===== src/rtl/bram_dma_pkg.sv =====
// Purpose : shared op codes, FSM state encoding and RAM depth helper for the BRAM DMA engine.
// Latency : n/a (declarations only).
// Backpressure : n/a.
// Ports   : none.
package bram_dma_pkg;

  localparam logic OP_COPY = 1'b0;
  localparam logic OP_FILL = 1'b1;

  typedef logic [2:0] state_t;

  localparam state_t S_IDLE     = 3'd0;
  localparam state_t S_CHECK    = 3'd1;
  localparam state_t S_RD_ISSUE = 3'd2;
  localparam state_t S_RD_WAIT  = 3'd3;
  localparam state_t S_WR       = 3'd4;
  localparam state_t S_FILL_WR  = 3'd5;
  localparam state_t S_FIN      = 3'd6;

  localparam int WORDS_PER_BLOCK = 256;

  // RAM depth in words for a given number of 256-word blocks.
  function automatic int dma_depth(input int blocks);
    return blocks * WORDS_PER_BLOCK;
  endfunction

endpackage


===== src/rtl/bram_dma_addr_gen.sv =====
// Purpose : loadable up/down word-address counter (one per source / destination stream).
// Latency : load or step visible on o_addr the cycle after the request.
// Backpressure : none; caller only asserts i_step when a transfer actually happened.
// Ports   : i_clk, i_rst (async, active-high), i_load/i_load_val (start address),
//           i_step/i_down (advance by one, downward when i_down), o_addr (current address).
module bram_dma_addr_gen
  import bram_dma_pkg::*;
#(
  parameter int ADDR_W = 15
) (
  input  logic              i_clk,
  input  logic              i_rst,
  input  logic              i_load,
  input  logic [ADDR_W-1:0] i_load_val,
  input  logic              i_step,
  input  logic              i_down,
  output logic [ADDR_W-1:0] o_addr
);

  logic [ADDR_W-1:0] r_addr;

  // Load wins over step so a new command always starts from a clean address.
  always_ff @(posedge i_clk or posedge i_rst) begin
    if (i_rst) begin
      r_addr <= '0;
    end else if (i_load) begin
      r_addr <= i_load_val;
    end else if (i_step) begin
      r_addr <= i_down ? (r_addr - ADDR_W'(1)) : (r_addr + ADDR_W'(1));
    end
  end

  assign o_addr = r_addr;

endmodule


===== src/rtl/bram_dma_engine.sv =====
// Purpose : single-command BRAM bus master performing memmove-safe COPY or FILL over a word range.
// Latency : CHECK 1 cycle; COPY 2+READ_LAT cycles/word, FILL 1 cycle/word; done one cycle after last write.
// Backpressure : writes stall while i_ram_save_rdy=0, reads stall while i_ram_read_rdy=0; cmd only taken when idle.
// Ports   : i_cmd_* / o_cmd_ready command handshake; o_busy, o_done (pulse), o_err (sticky range error);
//           o_ram_addr/o_ram_din/o_ram_we/o_ram_start_read RAM drive; i_ram_dout/i_ram_read_rdy/i_ram_save_rdy RAM status.
module bram_dma_engine
  import bram_dma_pkg::*;
#(
  parameter int BLOCKS   = 14,
  parameter int ADDR_W   = 15,
  parameter int DATA_W   = 32,
  parameter int LEN_W    = 12,
  parameter int READ_LAT = 1
) (
  input  logic              i_clk,
  input  logic              i_rst,
  input  logic              i_cmd_valid,
  output logic              o_cmd_ready,
  input  logic              i_cmd_op,
  input  logic [ADDR_W-1:0] i_cmd_src,
  input  logic [ADDR_W-1:0] i_cmd_dst,
  input  logic [LEN_W-1:0]  i_cmd_len,
  input  logic [DATA_W-1:0] i_cmd_fill,
  output logic              o_busy,
  output logic              o_done,
  output logic              o_err,
  output logic [ADDR_W-1:0] o_ram_addr,
  output logic [DATA_W-1:0] o_ram_din,
  output logic              o_ram_we,
  output logic              o_ram_start_read,
  input  logic [DATA_W-1:0] i_ram_dout,
  input  logic              i_ram_read_rdy,
  input  logic              i_ram_save_rdy
);

  localparam int DEPTH = dma_depth(BLOCKS);
  // One extra bit so start+len cannot wrap past the top of the address space.
  localparam int SUM_W = ADDR_W + 1;
  localparam int LAT_W = 5;
  localparam logic [LAT_W-1:0] LAT_LAST = LAT_W'(READ_LAT - 1);

  state_t            r_state;
  logic              r_op;
  logic [ADDR_W-1:0] r_src;
  logic [ADDR_W-1:0] r_dst;
  logic [LEN_W-1:0]  r_len;
  logic [LEN_W-1:0]  r_rem;
  logic [DATA_W-1:0] r_fill;
  logic [DATA_W-1:0] r_data;
  logic              r_err;
  logic              r_down;
  logic [LAT_W-1:0]  r_lat;

  logic [SUM_W-1:0]  w_src_end;
  logic [SUM_W-1:0]  w_dst_end;
  logic [SUM_W-1:0]  w_src_last;
  logic [SUM_W-1:0]  w_dst_last;
  logic              w_range_err;
  logic              w_overlap;
  logic [ADDR_W-1:0] w_src_load;
  logic [ADDR_W-1:0] w_dst_load;
  logic [ADDR_W-1:0] w_src_addr;
  logic [ADDR_W-1:0] w_dst_addr;
  logic              w_wr_state;
  logic              w_write;
  logic              w_lat_ok;

  // ---------------- range / overlap check (evaluated in CHECK) ----------------
  assign w_src_end   = {1'b0, r_src} + SUM_W'(r_len);
  assign w_dst_end   = {1'b0, r_dst} + SUM_W'(r_len);
  assign w_src_last  = w_src_end - SUM_W'(1);
  assign w_dst_last  = w_dst_end - SUM_W'(1);

  assign w_range_err = (w_dst_end > SUM_W'(DEPTH)) ||
                       ((r_op == OP_COPY) && (w_src_end > SUM_W'(DEPTH)));

  // Destination starts inside the source window above src: copying upward
  // would overwrite source words before they are read, so walk top-down.
  assign w_overlap   = (r_op == OP_COPY) && (r_dst > r_src) &&
                       ({1'b0, r_dst} < w_src_end);

  assign w_src_load  = w_overlap ? w_src_last[ADDR_W-1:0] : r_src;
  assign w_dst_load  = w_overlap ? w_dst_last[ADDR_W-1:0] : r_dst;

  // ---------------- datapath strobes ----------------
  assign w_wr_state  = (r_state == S_WR) || (r_state == S_FILL_WR);
  assign w_write     = w_wr_state && i_ram_save_rdy;
  assign w_lat_ok    = (r_lat >= LAT_LAST);

  bram_dma_addr_gen #(.ADDR_W(ADDR_W)) u_src_gen (
    .i_clk      (i_clk),
    .i_rst      (i_rst),
    .i_load     (r_state == S_CHECK),
    .i_load_val (w_src_load),
    .i_step     ((r_state == S_WR) && i_ram_save_rdy),
    .i_down     (r_down),
    .o_addr     (w_src_addr)
  );

  bram_dma_addr_gen #(.ADDR_W(ADDR_W)) u_dst_gen (
    .i_clk      (i_clk),
    .i_rst      (i_rst),
    .i_load     (r_state == S_CHECK),
    .i_load_val (w_dst_load),
    .i_step     (w_write),
    .i_down     (r_down),
    .o_addr     (w_dst_addr)
  );

  // ---------------- FSM, length counter, capture register ----------------
  always_ff @(posedge i_clk or posedge i_rst) begin
    if (i_rst) begin
      r_state <= S_IDLE;
      r_op    <= OP_COPY;
      r_src   <= '0;
      r_dst   <= '0;
      r_len   <= '0;
      r_rem   <= '0;
      r_fill  <= '0;
      r_data  <= '0;
      r_err   <= 1'b0;
      r_down  <= 1'b0;
      r_lat   <= '0;
    end else begin
      case (r_state)
        S_IDLE: begin
          if (i_cmd_valid) begin
            r_op    <= i_cmd_op;
            r_src   <= i_cmd_src;
            r_dst   <= i_cmd_dst;
            r_len   <= i_cmd_len;
            r_rem   <= i_cmd_len;
            r_fill  <= i_cmd_fill;
            r_err   <= 1'b0;
            r_state <= S_CHECK;
          end
        end
        S_CHECK: begin
          if (r_len == '0) begin
            r_state <= S_FIN;
          end else if (w_range_err) begin
            r_err   <= 1'b1;
            r_state <= S_FIN;
          end else begin
            r_down  <= w_overlap;
            r_state <= (r_op == OP_COPY) ? S_RD_ISSUE : S_FILL_WR;
          end
        end
        S_RD_ISSUE: begin
          r_lat   <= '0;
          r_state <= S_RD_WAIT;
        end
        S_RD_WAIT: begin
          if (w_lat_ok) begin
            if (i_ram_read_rdy) begin
              r_data  <= i_ram_dout;
              r_state <= S_WR;
            end
          end else begin
            r_lat <= r_lat + LAT_W'(1);
          end
        end
        S_WR: begin
          if (i_ram_save_rdy) begin
            r_rem   <= r_rem - LEN_W'(1);
            r_state <= (r_rem == LEN_W'(1)) ? S_FIN : S_RD_ISSUE;
          end
        end
        S_FILL_WR: begin
          if (i_ram_save_rdy) begin
            r_rem <= r_rem - LEN_W'(1);
            if (r_rem == LEN_W'(1)) begin
              r_state <= S_FIN;
            end
          end
        end
        S_FIN: begin
          r_state <= S_IDLE;
        end
        default: begin
          r_state <= S_IDLE;
        end
      endcase
    end
  end

  // ---------------- outputs (decoded from state so reset clears them at once) ----------------
  always_comb begin
    o_ram_addr = '0;
    o_ram_din  = '0;
    case (r_state)
      S_RD_ISSUE, S_RD_WAIT: o_ram_addr = w_src_addr;
      S_WR: begin
        o_ram_addr = w_dst_addr;
        o_ram_din  = r_data;
      end
      S_FILL_WR: begin
        o_ram_addr = w_dst_addr;
        o_ram_din  = r_fill;
      end
      default: begin
        o_ram_addr = '0;
        o_ram_din  = '0;
      end
    endcase
  end

  assign o_cmd_ready      = (r_state == S_IDLE);
  assign o_busy           = (r_state != S_IDLE);
  assign o_done           = (r_state == S_FIN);
  assign o_err            = r_err;
  assign o_ram_we         = w_write;
  assign o_ram_start_read = (r_state == S_RD_ISSUE);

endmodule


===== config.mk =====
export PLATFORM = sky130hd
export DESIGN_NAME = bram_dma_engine
export DESIGN_NICKNAME = d
export VERILOG_FILES = /design/src/rtl/bram_dma_pkg.sv /design/src/rtl/bram_dma_addr_gen.sv /design/src/rtl/bram_dma_engine.sv
export SDC_FILE = /design/constraint.sdc
export NUM_CORES = 1
export LEC_CHECK = 0
export CAP_MARGIN = 20
export CORE_UTILIZATION = 45
export DETAILED_ROUTE_END_ITERATION = 8
export PLACE_DENSITY_LB_ADDON = 0.25
export SYNTH_ARGS = -nofsm -noshare
export SYNTH_HDL_FRONTEND = slang
export SYNTH_HIERARCHICAL = 1
export SYNTH_SLANG_ARGS = --single-unit

===== constraint.sdc =====
create_clock -name i_clk -period 14.4 [get_ports i_clk]
set_input_delay 2.16 -clock i_clk [delete_from_list [all_inputs] [get_ports i_clk]]
set_output_delay 2.16 -clock i_clk [all_outputs]
set_load 0.005 [all_outputs]

==> metrics.yaml <==
slew_violations: 0
grt_pass1_wl_mm: 55.65
slew_headroom_pct: 29.01
die_area_sq_mm: 0.02687
routed_wl_mm: 35.05
fin_nets: 1736
leakagePower_nw: 6.352
grt_usage_pct: 26.69
gp_congestion: 0.9423
num_rows: 58
num_antenna_cells: 0
layout_commonest_cell: "nand2_1"
design_area_sq_mm: 0.01430
clk_pin_slew_ns: 0.08
fin_crit_ns: 5.808
post_cts_buffers: 0
hp-class: "reg -> reg"
cts_sinks: 154
postRouteAntennaNets: 0
core-area_sq_mm: 0.02547
syn_area_per_cell_sq_um: 8.350
viasPerCell: 5.854
status: "complete, no violations"
clockRootBuffer: "clkbuf_16"
ys_warn_count: 6
cp-start-kind: "input port"
path_max_fanout: 22
fin_tns_setup_ns: 0
clock.fmax_mhz: 172.2
vias: 11005
skew_ns: 0.01445
drive_above_1_share_pct: 7.613
hold_viol: 0
port_buffers: 164
final_cell_mix: "252 x nand2_1, 164 x clkdlybuf4s50_1, 153 x dfrtp_1, 106 x nor2_1, 100 x o21ai_0"
rsz0062_at_grt: "no"
cts_max_path_buffers: 2
vdd_drop_max_v: 0.0001126
cts-resized-gates: 0
syn-instance-count: 1413
drt_iter0_markers: 726
die_x_um: 163.9
clk-insertion-delay-late_ns: 0.44
endpoint_kind: "output pin"
critPathKind: "in -> out"
grt_overflow_total: 0
antenna_found_initial: 0
synth_nets: 1612
ys_types: 85
start_util_pct: 46.32
first_global_vias: 10481
first_pass_iters: 5
ys_seq_elements: 154
avgRoutedWirePerCell_um: 18.64
async_flop_share_pct: 100.0
netlist_area_sq_mm: 0.01180
cts_tree: "yes"
grt_max_degree: 72
setup_viol: 0
cts.hold.buffers_added: 0
ys_seq_area_share_pct: 32.66
synth_edf_count: 0
synthFlopType: "dfrtp_1"
area_growth_pct: 21.20
fill_cells: 2371
cap_violations: 0
worstPathRequired_ns: 12.24
fp.dieH_um: 163.9
tightest_slew_ns: 1.065
io_pins: 165
cellPowerDensity_mw_per_mm2: 247.7
drc: 0
dpl.hpwl_mm: 25.72
fin_crit_sh_pct: 40.33
cts_buffers: 17
h-tree-depth: 4
cp.arrival_ns: 3.65
dpl_cell_area_sq_mm: 0.01365
## final cells by class
type | count | area (sq um) | share of cell area [%]
clock inverters | 15 | 192.7 | 1.347
inverters | 53 | 201.4 | 1.409
clock buffers | 17 | 425.4 | 2.975
well taps | 330 | 412.9 | 2.887
multi-input cells | 1135 | 7461 | 52.17
repair buffers | 176 | 1752 | 12.25
flip-flops and latches | 154 | 3855 | 26.96
## through the flow
step	power [mW]	cells	util, %	setup slack [ns]	hold slack, ns
2_1_floorplan	2.403	1413	-	8.941	0.4454
3_3_place_gp	2.981	1847	53.61	8.556	0.4575
3_5_place_dp	3.031	1847	53.61	8.548	0.4631
4_1_cts	3.523	1879	56.03	8.545	0.4815
5_1_grt	3.849	1880	56.14	8.411	0.4909
6_report	3.542	1880	56.14	8.592	0.4771
## registers in the layout (all words and copies together), names as in the netlist, 3 cells and up
register / count
u_dst_gen/o_addr: 15
r_dst: 15
r_rem: 12
r_state: 3
r_fill: 32
r_data: 32
r_len: 12
r_src: 15
u_src_gen/o_addr: 15
## critical path, stage by stage
cell and delay (ns):
clkdlybuf4s50_1 0.48, nand2_1 0.09, inv_1 0.06, buf_4 0.27, clkdlybuf4s50_1 0.56
## report_power, final
part / total (mW) / internal (mW) / switching [mW] / leakage (nW)
logic: 2.20 / 0.941 / 1.26 / 4.16
registers: 0.870 / 0.635 / 0.234 / 1.89
clock network: 0.475 / 0.252 / 0.224 / 0.295
total: 3.54 / 1.83 / 1.71 / 6.35
## per-layer routing
metal | vias to the layer above | track usage (%) | share of wire [%]
met3 | 68 | 6.162 | 7.1
met2 | 352 | 41.78 | 45
met5 | - | 0 | 0
met1 | 5253 | 35.50 | 45
met4 | 0 | 10.69 | 3.4
li1 | 5332 | - | -
## synthesized netlist by cell type (7+ instances only)
library cell / number / area [sq um]
a211oi_1: 20 / 150.1
or3_1: 14 / 87.58
nor3_1: 22 / 110.1
a22o_1: 16 / 140.1
nand3b_1: 11 / 82.58
nand3_1: 26 / 130.1
nand2b_1: 11 / 68.82
nor4_1: 10 / 62.56
xnor2_1: 26 / 227.7
xor2_1: 19 / 166.4
inv_1: 53 / 198.9
o21ai_1: 13 / 65.06
or2_2: 7 / 43.79
clkbuf_1: 53 / 198.9
nor2b_1: 10 / 62.56
nor2_1: 106 / 397.9
o21ai_0: 100 / 500.5
ha_1: 83 / 1039
o211ai_1: 13 / 97.59
o21a_1: 12 / 90.09
nand2_1: 253 / 949.7
a31oi_1: 13 / 81.33
and3_1: 10 / 62.56
a21oi_1: 85 / 425.4
mux2i_1: 40 / 400.4
mux2_2: 37 / 416.7
a21boi_0: 7 / 52.55
dfrtp_1: 154 / 3854
buf_2: 8 / 40.04
nor3b_1: 16 / 120.1
nand4_1: 12 / 75.07
a221o_1: 7 / 70.07
a21o_1: 28 / 210.2
## final timing paths
| kind | start | cells after the start | slack, ns | end |
|---|---|---|---|---|
| worst max-delay path | i_ram_save_rdy | 5 | 8.59 | o_ram_we |
| worst min-delay path | r_fill[24] | 2 | 0.48 | r_fill[24] |
| worst max register to register | r_src[0] | 17 | 8.82 | u_dst_gen/o_addr[9] |
| worst min register to register | r_fill[24] | 2 | 0.48 | r_fill[24] |
| max in group asynchronous | i_rst | 3 | 10.66 | r_state[0] |
| min in group asynchronous | i_rst | 2 | 2.26 | u_src_gen/o_addr[0] |
## logic make-up (layout without fill, tap and decap cells)
logic type | Yosys count | count (layout) | share of synthesized area (%)
muxes | 80 | 80 | 7.211
xor gates and xnor gates | 45 | 45 | 3.340
adders and majority gates | 87 | 87 | 9.480
DFF | 154 | 154 | 32.66
AOI/OAI and AO/OA | 383 | 383 | 21.50
and+or+nand+nor | 540 | 540 | 21.53
buffers and inverters | 124 | 261 | 4.284
Power figures use the tool's default switching activity.
